### src/rtl/id_stage_pipe_if.sv
// Bus bundle between the decoder/WB side and the ID stage of the RV32I core.
// Carries the decoded instruction in ID, the EX handshake (ex_ready, flush), the WB
// register-file write port, and the ID/EX register outputs plus pc_en/stall.
// Modports:
//   master - decoder/WB/EX side: drives the ID-stage inputs, observes the ID/EX outputs
//   slave  - the ID stage itself (id_stage_pipe)
interface id_stage_pipe_if #(
   parameter int unsigned DATA_WIDTH    = 32,
   parameter int unsigned REGADDR_WIDTH = 5,
   parameter int unsigned CTRL_WIDTH    = 16
);
   logic                     id_valid;
   logic [REGADDR_WIDTH-1:0] rs1_addr_id;
   logic [REGADDR_WIDTH-1:0] rs2_addr_id;
   logic [REGADDR_WIDTH-1:0] rd_addr_id;
   logic                     uses_rs1_id;
   logic                     uses_rs2_id;
   logic                     ram_read_id;
   logic [CTRL_WIDTH-1:0]    ctrl_id;
   logic                     ex_ready;
   logic                     flush;
   logic                     regs_write_wb;
   logic [REGADDR_WIDTH-1:0] rd_addr_wb;
   logic [DATA_WIDTH-1:0]    regs_write_data;

   logic                     pc_en;
   logic                     stall;
   logic                     ex_valid;
   logic [DATA_WIDTH-1:0]    rs1_data_ex;
   logic [DATA_WIDTH-1:0]    rs2_data_ex;
   logic [REGADDR_WIDTH-1:0] rd_addr_ex;
   logic                     ram_read_ex;
   logic [CTRL_WIDTH-1:0]    ctrl_ex;

   modport master (
      output id_valid, rs1_addr_id, rs2_addr_id, rd_addr_id, uses_rs1_id, uses_rs2_id,
             ram_read_id, ctrl_id, ex_ready, flush, regs_write_wb, rd_addr_wb,
             regs_write_data,
      input  pc_en, stall, ex_valid, rs1_data_ex, rs2_data_ex, rd_addr_ex, ram_read_ex,
             ctrl_ex
   );

   modport slave (
      input  id_valid, rs1_addr_id, rs2_addr_id, rd_addr_id, uses_rs1_id, uses_rs2_id,
             ram_read_id, ctrl_id, ex_ready, flush, regs_write_wb, rd_addr_wb,
             regs_write_data,
      output pc_en, stall, ex_valid, rs1_data_ex, rs2_data_ex, rd_addr_ex, ram_read_ex,
             ctrl_ex
   );
endinterface

### src/rtl/id_stage_pipe.sv
// Decode-stage datapath and ID/EX pipeline register for the RV32I core.
// Holds the 2R/1W register file (x0 reads zero), detects load-use hazards against loads
// still within LOAD_LAT cycles of EX entry, inserts bubbles, and drives pc_en/stall.
// Ports:
//   clk  - clock
//   rst  - synchronous active-high reset
//   bus  - id_stage_pipe_if.slave: ID inputs, EX handshake, WB write port, ID/EX outputs
// Build option:
//   ID_BYPASS_EN - when defined, a same-cycle WB write to a nonzero rs1/rs2 is forwarded
//                  into the ID read; otherwise the read returns the pre-write value.
module id_stage_pipe #(
   parameter int unsigned DATA_WIDTH    = 32,
   parameter int unsigned REGADDR_WIDTH = 5,
   parameter int unsigned CTRL_WIDTH    = 16,
   parameter int unsigned LOAD_LAT      = 1
) (
   input  logic           clk,
   input  logic           rst,
   id_stage_pipe_if.slave bus
);
   localparam int unsigned NUM_REGS = 2 ** REGADDR_WIDTH;

   logic [DATA_WIDTH-1:0]    regs_q [NUM_REGS];
   logic [DATA_WIDTH-1:0]    rs1_rdata;
   logic [DATA_WIDTH-1:0]    rs2_rdata;

   logic                     ex_valid_q;
   logic                     ram_read_ex_q;
   logic [REGADDR_WIDTH-1:0] rd_addr_ex_q;
   logic [CTRL_WIDTH-1:0]    ctrl_ex_q;
   logic [DATA_WIDTH-1:0]    rs1_data_ex_q;
   logic [DATA_WIDTH-1:0]    rs2_data_ex_q;

   logic [REGADDR_WIDTH-1:0] pend0;
   logic [LOAD_LAT-1:0][REGADDR_WIDTH-1:0] pending;
   logic                     load_hazard;
   logic                     stall_w;

   // Register file read, x0 hardwired to zero.
   always_comb begin
      rs1_rdata = (bus.rs1_addr_id == '0) ? '0 : regs_q[bus.rs1_addr_id];
      rs2_rdata = (bus.rs2_addr_id == '0) ? '0 : regs_q[bus.rs2_addr_id];
`ifdef ID_BYPASS_EN
      if (bus.regs_write_wb && (bus.rd_addr_wb != '0)) begin
         if (bus.rd_addr_wb == bus.rs1_addr_id) rs1_rdata = bus.regs_write_data;
         if (bus.rd_addr_wb == bus.rs2_addr_id) rs2_rdata = bus.regs_write_data;
      end
`endif
   end

   always_ff @(posedge clk) begin
      if (rst) begin
         for (int unsigned i = 0; i < NUM_REGS; i++) regs_q[i] <= '0;
      end else if (bus.regs_write_wb && (bus.rd_addr_wb != '0)) begin
         regs_q[bus.rd_addr_wb] <= bus.regs_write_data;
      end
   end

   // Tag 0 means "no load in this slot"; x0 can never be a hazard.
   assign pend0 = (ex_valid_q && ram_read_ex_q) ? rd_addr_ex_q : '0;

   // Older in-flight loads age one slot per cycle EX advances.
   if (LOAD_LAT > 1) begin : g_pend
      logic [LOAD_LAT-2:0][REGADDR_WIDTH-1:0] pend_q;

      always_ff @(posedge clk) begin
         if (rst) begin
            pend_q <= '0;
         end else if (bus.ex_ready) begin
            pend_q[0] <= pend0;
            for (int unsigned k = 1; k < LOAD_LAT - 1; k++) pend_q[k] <= pend_q[k-1];
         end
      end

      assign pending = {pend_q, pend0};
   end else begin : g_nopend
      assign pending = pend0;
   end

   always_comb begin
      load_hazard = 1'b0;
      for (int unsigned k = 0; k < LOAD_LAT; k++) begin
         if ((pending[k] != '0) &&
             ((bus.uses_rs1_id && (bus.rs1_addr_id == pending[k])) ||
              (bus.uses_rs2_id && (bus.rs2_addr_id == pending[k])))) begin
            load_hazard = 1'b1;
         end
      end
      load_hazard = load_hazard && bus.id_valid;
   end

   assign stall_w   = load_hazard || !bus.ex_ready;
   assign bus.stall = stall_w;
   assign bus.pc_en = !stall_w;

   // ID/EX register: flush beats hold; hazard inserts a bubble; otherwise capture.
   always_ff @(posedge clk) begin
      if (rst) begin
         ex_valid_q    <= 1'b0;
         ram_read_ex_q <= 1'b0;
         ctrl_ex_q     <= '0;
         rd_addr_ex_q  <= '0;
         rs1_data_ex_q <= '0;
         rs2_data_ex_q <= '0;
      end else if (bus.flush) begin
         ex_valid_q    <= 1'b0;
         ram_read_ex_q <= 1'b0;
         ctrl_ex_q     <= '0;
      end else if (bus.ex_ready) begin
         if (load_hazard) begin
            ex_valid_q    <= 1'b0;
            ram_read_ex_q <= 1'b0;
            ctrl_ex_q     <= '0;
         end else begin
            ex_valid_q    <= bus.id_valid;
            ram_read_ex_q <= bus.id_valid && bus.ram_read_id;
            ctrl_ex_q     <= bus.id_valid ? bus.ctrl_id : '0;
            rd_addr_ex_q  <= bus.rd_addr_id;
            rs1_data_ex_q <= rs1_rdata;
            rs2_data_ex_q <= rs2_rdata;
         end
      end
   end

   assign bus.ex_valid    = ex_valid_q;
   assign bus.ram_read_ex = ram_read_ex_q;
   assign bus.ctrl_ex     = ctrl_ex_q;
   assign bus.rd_addr_ex  = rd_addr_ex_q;
   assign bus.rs1_data_ex = rs1_data_ex_q;
   assign bus.rs2_data_ex = rs2_data_ex_q;
endmodule
### src/flat_wrapper.sv
// flat-port wrapper written by rule: the top's interface ports become plain ports
module id_stage_pipe_flat 
#(
   parameter int unsigned DATA_WIDTH    = 32,
   parameter int unsigned REGADDR_WIDTH = 5,
   parameter int unsigned CTRL_WIDTH    = 16,
   parameter int unsigned LOAD_LAT      = 1
)
  (clk, rst, bus_id_valid, bus_rs1_addr_id, bus_rs2_addr_id, bus_rd_addr_id, bus_uses_rs1_id, bus_uses_rs2_id, bus_ram_read_id, bus_ctrl_id, bus_ex_ready, bus_flush, bus_regs_write_wb, bus_rd_addr_wb, bus_regs_write_data, bus_pc_en, bus_stall, bus_ex_valid, bus_rs1_data_ex, bus_rs2_data_ex, bus_rd_addr_ex, bus_ram_read_ex, bus_ctrl_ex);
  id_stage_pipe_if #(.DATA_WIDTH(DATA_WIDTH), .REGADDR_WIDTH(REGADDR_WIDTH), .CTRL_WIDTH(CTRL_WIDTH)) bus_i ();
  input  logic clk;
  input  logic rst;
  input wire logic [$bits(bus_i.id_valid)-1:0] bus_id_valid;
  input wire logic [$bits(bus_i.rs1_addr_id)-1:0] bus_rs1_addr_id;
  input wire logic [$bits(bus_i.rs2_addr_id)-1:0] bus_rs2_addr_id;
  input wire logic [$bits(bus_i.rd_addr_id)-1:0] bus_rd_addr_id;
  input wire logic [$bits(bus_i.uses_rs1_id)-1:0] bus_uses_rs1_id;
  input wire logic [$bits(bus_i.uses_rs2_id)-1:0] bus_uses_rs2_id;
  input wire logic [$bits(bus_i.ram_read_id)-1:0] bus_ram_read_id;
  input wire logic [$bits(bus_i.ctrl_id)-1:0] bus_ctrl_id;
  input wire logic [$bits(bus_i.ex_ready)-1:0] bus_ex_ready;
  input wire logic [$bits(bus_i.flush)-1:0] bus_flush;
  input wire logic [$bits(bus_i.regs_write_wb)-1:0] bus_regs_write_wb;
  input wire logic [$bits(bus_i.rd_addr_wb)-1:0] bus_rd_addr_wb;
  input wire logic [$bits(bus_i.regs_write_data)-1:0] bus_regs_write_data;
  output wire logic [$bits(bus_i.pc_en)-1:0] bus_pc_en;
  output wire logic [$bits(bus_i.stall)-1:0] bus_stall;
  output wire logic [$bits(bus_i.ex_valid)-1:0] bus_ex_valid;
  output wire logic [$bits(bus_i.rs1_data_ex)-1:0] bus_rs1_data_ex;
  output wire logic [$bits(bus_i.rs2_data_ex)-1:0] bus_rs2_data_ex;
  output wire logic [$bits(bus_i.rd_addr_ex)-1:0] bus_rd_addr_ex;
  output wire logic [$bits(bus_i.ram_read_ex)-1:0] bus_ram_read_ex;
  output wire logic [$bits(bus_i.ctrl_ex)-1:0] bus_ctrl_ex;
  assign bus_i.id_valid = bus_id_valid;
  assign bus_i.rs1_addr_id = bus_rs1_addr_id;
  assign bus_i.rs2_addr_id = bus_rs2_addr_id;
  assign bus_i.rd_addr_id = bus_rd_addr_id;
  assign bus_i.uses_rs1_id = bus_uses_rs1_id;
  assign bus_i.uses_rs2_id = bus_uses_rs2_id;
  assign bus_i.ram_read_id = bus_ram_read_id;
  assign bus_i.ctrl_id = bus_ctrl_id;
  assign bus_i.ex_ready = bus_ex_ready;
  assign bus_i.flush = bus_flush;
  assign bus_i.regs_write_wb = bus_regs_write_wb;
  assign bus_i.rd_addr_wb = bus_rd_addr_wb;
  assign bus_i.regs_write_data = bus_regs_write_data;
  assign bus_pc_en = bus_i.pc_en;
  assign bus_stall = bus_i.stall;
  assign bus_ex_valid = bus_i.ex_valid;
  assign bus_rs1_data_ex = bus_i.rs1_data_ex;
  assign bus_rs2_data_ex = bus_i.rs2_data_ex;
  assign bus_rd_addr_ex = bus_i.rd_addr_ex;
  assign bus_ram_read_ex = bus_i.ram_read_ex;
  assign bus_ctrl_ex = bus_i.ctrl_ex;
  id_stage_pipe #(.DATA_WIDTH(DATA_WIDTH), .REGADDR_WIDTH(REGADDR_WIDTH), .CTRL_WIDTH(CTRL_WIDTH), .LOAD_LAT(LOAD_LAT)) u_core (.clk(clk), .rst(rst), .bus(bus_i));
endmodule
### config.mk
export PLATFORM = sky130hd
export DESIGN_NAME = id_stage_pipe_flat
export DESIGN_NICKNAME = d
export VERILOG_FILES = /design/src/rtl/id_stage_pipe_if.sv /design/src/rtl/id_stage_pipe.sv /design/src/flat_wrapper.sv
export SDC_FILE = /design/constraint.sdc
export NUM_CORES = 2
export LEC_CHECK = 0
export BUFFER_PORTS_ARGS = -buffer_cell sky130_fd_sc_hd__buf_2
export CORE_MARGIN = 5
export CORE_UTILIZATION = 45
export CTS_BUF_LIST = sky130_fd_sc_hd__clkbuf_4 sky130_fd_sc_hd__clkbuf_8
export CTS_CLUSTER_DIAMETER = 50
export CTS_CLUSTER_SIZE = 16
export DETAILED_ROUTE_END_ITERATION = 10
export HOLD_SLACK_MARGIN = 0.02
export PLACE_DENSITY = 0.62
export RECOVER_POWER = 50
export REMOVE_ABC_BUFFERS = 1
export SYNTH_ARGS = -nofsm -noshare
export SYNTH_HDL_FRONTEND = slang
export SYNTH_SLANG_ARGS = --single-unit
### constraint.sdc
create_clock -name clk -period 4.86 [get_ports clk]
set_clock_uncertainty 0.15 [all_clocks]
set_input_delay 0.972 -clock clk [delete_from_list [all_inputs] [get_ports clk]]
set_output_delay 0.972 -clock clk [all_outputs]
set_load 0.005 [all_outputs]
Yosys cells after proc, flatten, opt, wreduce, memory -nomap -nowiden
Memories as Yosys holds them, arrays and structs flattened. Index checks and enable logic that the tools add are counted.

Memories: 1. Input port bits: 77. Logic and storage cells: 45. Output and inout bits: 89. Register bits after elaboration: 87. Memory bits (writable): 1024.

Bitwise logic cells: 2. Muxes and demuxes: 16. Reductions and logical operators: 18. Equal/unequal tests: 2.

Memory list: u_core.regs_q (words 32, width 32, read ports 2, clocked after memory_dff 0, write ports 32, RTL line id_stage_pipe.sv:23) `logic [DATA_WIDTH-1:0] regs_q [NUM_REGS];`.

Operators by type and width (count): $mux 32 (3); $mux 16 (2); $reduce_or 32->1 (1); $eq 5x5->1 (2); $logic_not 5->1 (2); $mux 5 (2); $reduce_bool 5->1 (2); $mux 1 (9); $logic_and 1x1->1 (7); $reduce_and 3->1 (1); $logic_not 1->1 (2); $logic_or 1x1->1 (2); $not 1->1 (2); $reduce_or 2->1 (1).

Logic depth before layout (Yosys ltp)
Word-level depth: 10. Mapped depth: 10.

Least setup slack after synthesis
No wires, ideal clock.

Path kind: input port to flip-flop. Start point: input bus_rd_addr_wb[2]. End point: memory u_core.regs_q[24][0] (enable). Data arrival time: 3.971 ns. Library setup time: 0.466 ns. Buffers on the path: 2. Setup slack: 0.273 ns. Cell stages on the path: 5. Path through: or3_1 > clkbuf_1 > nand4bb_1 > clkbuf_1 > o21ai_0.

RTL lines: from (decl) (RTL line flat_wrapper.sv:24) `input wire logic [$bits(bus_i.rd_addr_wb)-1:0] bus_rd_addr_wb;`; to (decl) (RTL line id_stage_pipe.sv:23).

==> flow_summary.toml <==
[grt]
grt_pass1_wl_um = 294000
use_met2 = 0.473
use_met3 = 0.0834
grt_overflow = 0
grt_use_met1 = 0.417
grt_most_used_layer = "met2"
grt_pass1_vias = 38100
antenna_found_initial = 24
grt_usage = 0.308
grt_max_degree = 87

[synthesis]
synth_area_um2 = 57400
synth_top_family_by_area = "multiplexers"
synth_top_area_frac = 0.536
synth_warnings = 0
syn_avg_cell_area_um2 = 14.1
synthAdderAreaFrac = 0
synth-simple-area-share = 0.140
synth-edff-count = 1024
netlist_top_cells_count = "edfxtp_1 (1024), and2_1 (997), mux4_2 (410), clkbuf_1 (300), mux2i_1 (260)"
ys_seq_area_frac = 0.566
ys_ff_latch = 1111
synthDistinctLibCells = 53
synthCells = 4065
yosys.area.top_type = "edfxtp_1"
async_flop_share = 0
synthFlopType = "edfxtp_1"
synth-compound-area-share = 0.0506
yosysMostFrequentCell = "edfxtp_1"
synthTopCellsByArea = "edfxtp_1 (54%), mux4_2 (16%), and2_1 (11%)"
synthXorXnorAreaFrac = 0.000458
yosys-mux-area-fraction = 0.211

[placement]
gp_congestion = 0.865
dp_hpwl_um = 129000
portBuffers = 165
dpl_worst_slack_ps = 1060

[setup_path]
rrSetupSlack_ps = 2080
r2r-start = "u_core.bus.ex_valid"
path_buf_inv = 5
crit_family = "buffers and inverters"
startpoint = "rst"
startpoint_type = "input pin"
crit_slowest_cell = "clkbuf_1"
worstSetupPathType = "input pin to register"
crit_fanout = 20
cp.required_ps = 5260
crit_chain = "clkbuf_1 -> clkbuf_1 -> inv_6 -> buf_4 -> o21ai_1 -> buf_4"
slowest_delay_ps = 1780
critPathCaptureType = "register"
arrival_ps = 4910

[drt]
dr.pass1.iters = 8
vias_per_cell = 6.55
wl_um = 211000
drt.antenna.violating_nets = 0
vias = 38900
initialDrtViolationCount = 5684
wire_per_inst_um = 35.4
drc = 0

[finish]
post-route-util = 0.502
syn_to_final_growth_pct = 11.2
nets = 4230
drive_above_1_share = 0.244

[clock_network]
postCtsSetupRepairBufs = 0
cts_resized = 0
clk-insertion-delay-late_ps = 890
cts_sinks = 1111
cts_made_buffers = 133
hold_buffers = 0
clkSlewWorstSetupHoldPaths_ps = 70
cts-root-buf = "clkbuf_8"
cts_tree = "yes"
cts-htree-levels = 4
cts_buffer_depth = 3

[floorplan]
die_x_um = 367
rows = 131
die_h_um = 367
start_util = 0.451
num_io_pins = 166
die_area_um2 = 135000
fp.coreArea_um2 = 127000

[min_path]
worstHoldStart = "bus_ctrl_id[9]"
hold_class = "input pin to register"

[power]
powerDensity_nw_per_um2 = 337
irDropWorstVdd_v = 0.000255
p_leak_uw = 0.0220

[timing]
tightest_slew_ps = 2470
setup_viol = 0
rsz0062_at_grt = "no"
final.setup.worst_slack_ps = 341
finalCritPeriodShare = 0.930
clock.fmax_mhz = 221
slew_violations = 492
tns_ps = 0
fin_crit_ps = 4520
slew-limit-headroom = -0.645
hold_viol = 0

[outcome]
outcome = "finished with violations"
violations = "capacitance limit, slew limit"

[flow_run]
cap_violations = 29
## metal layers
| metal | part of all wire | wire, um | up-vias |
|---|---|---|---|
| li1 | - | - | 15600 |
| met1 | 0.38 | 80800 | 20100 |
| met2 | 0.46 | 96400 | 2776 |
| met3 | 0.12 | 24800 | 471 |
| met4 | 0.041 | 8590 | 4 |
| met5 | 0.00010 | 21 | - |
## logic make-up (layout without fill, tap and decap cells)
logic type	after synthesis	after routing
XOR/XNOR	3	3
AND/OR/NAND/NOR	1400	1400
buffers and inverters	429	598
AO/OA/AOI/OAI	424	424
flip-flops	1111	1111
multiplexers	697	697
other	1	47
## final cells by class
cell class / count / area, um^2
timing repair buffer: 344 / 2560
inverter: 7 / 31.3
clock inverter: 85 / 915
antenna: 15 / 37.5
sequential: 1111 / 32500
tap: 1662 / 2080
multi-input combinational: 2556 / 23600
fill: 10800 / 63400
clock buffer: 162 / 2120
## where the power goes
group / internal [uW] / switching [uW]
Clock: 3720 / 3910
Combinational: 1030 / 1590
Sequential: 10900 / 293
## metrics by stage
step | instance area [um^2] | cells | total power (uW) | hold WS (ps)
finish | 63800 | 5942 | 21500 | 190
global placement | 61300 | 5680 | 14000 | 292
floorplan | 55800 | 3674 | 12600 | 295
detailed placement | 61300 | 5680 | 14000 | 297
global route | 63800 | 5929 | 22100 | 159
CTS | 64400 | 5927 | 21500 | 97.5
## tightest hold or removal path: cells and delay by family
kind | cells | cell delay (ps)
buf+inv | 1 | 70
compound gates | 1 | 70
simple gates | 1 | 70
## layout by cell type (no fill, tap or decap), types with 33 or more instances in the layout
| cell | instances |
|---|---|
| a21oi_1 | 104 |
| a22oi_1 | 102 |
| and2_0 | 306 |
| and2_1 | 689 |
| buf_12 | 42 |
| buf_2 | 157 |
| buf_4 | 84 |
| clkbuf_1 | 34 |
| clkbuf_8 | 145 |
| dfxtp_1 | 87 |
| edfxtp_1 | 1024 |
| mux2i_1 | 260 |
| mux4_2 | 410 |
| nand2_1 | 176 |
| nand3_1 | 77 |
| nor2_1 | 67 |
| o21ai_0 | 33 |
| o221ai_1 | 67 |
## worst paths after layout
| check | to | cells past startpoint |
|---|---|---|
| max | u_core.regs_q[20][21] | 6 |
| min reg2reg | u_core.bus.rs2_data_ex[23] | 2 |
| min | u_core.bus.ctrl_ex[9] | 3 |
| max reg2reg | u_core.bus.ctrl_ex[6] | 6 |
## registers in the layout (all words and copies together) (netlist names)
| name | count |
|---|---|
| u_core.bus.ctrl_ex | 16 |
| u_core.bus.ex_valid | 1 |
| u_core.bus.ram_read_ex | 1 |
| u_core.bus.rd_addr_ex | 5 |
| u_core.bus.rs1_data_ex | 32 |
| u_core.bus.rs2_data_ex | 32 |
| u_core.regs_q | 1024 |
(Power assumes the default switching activity.)
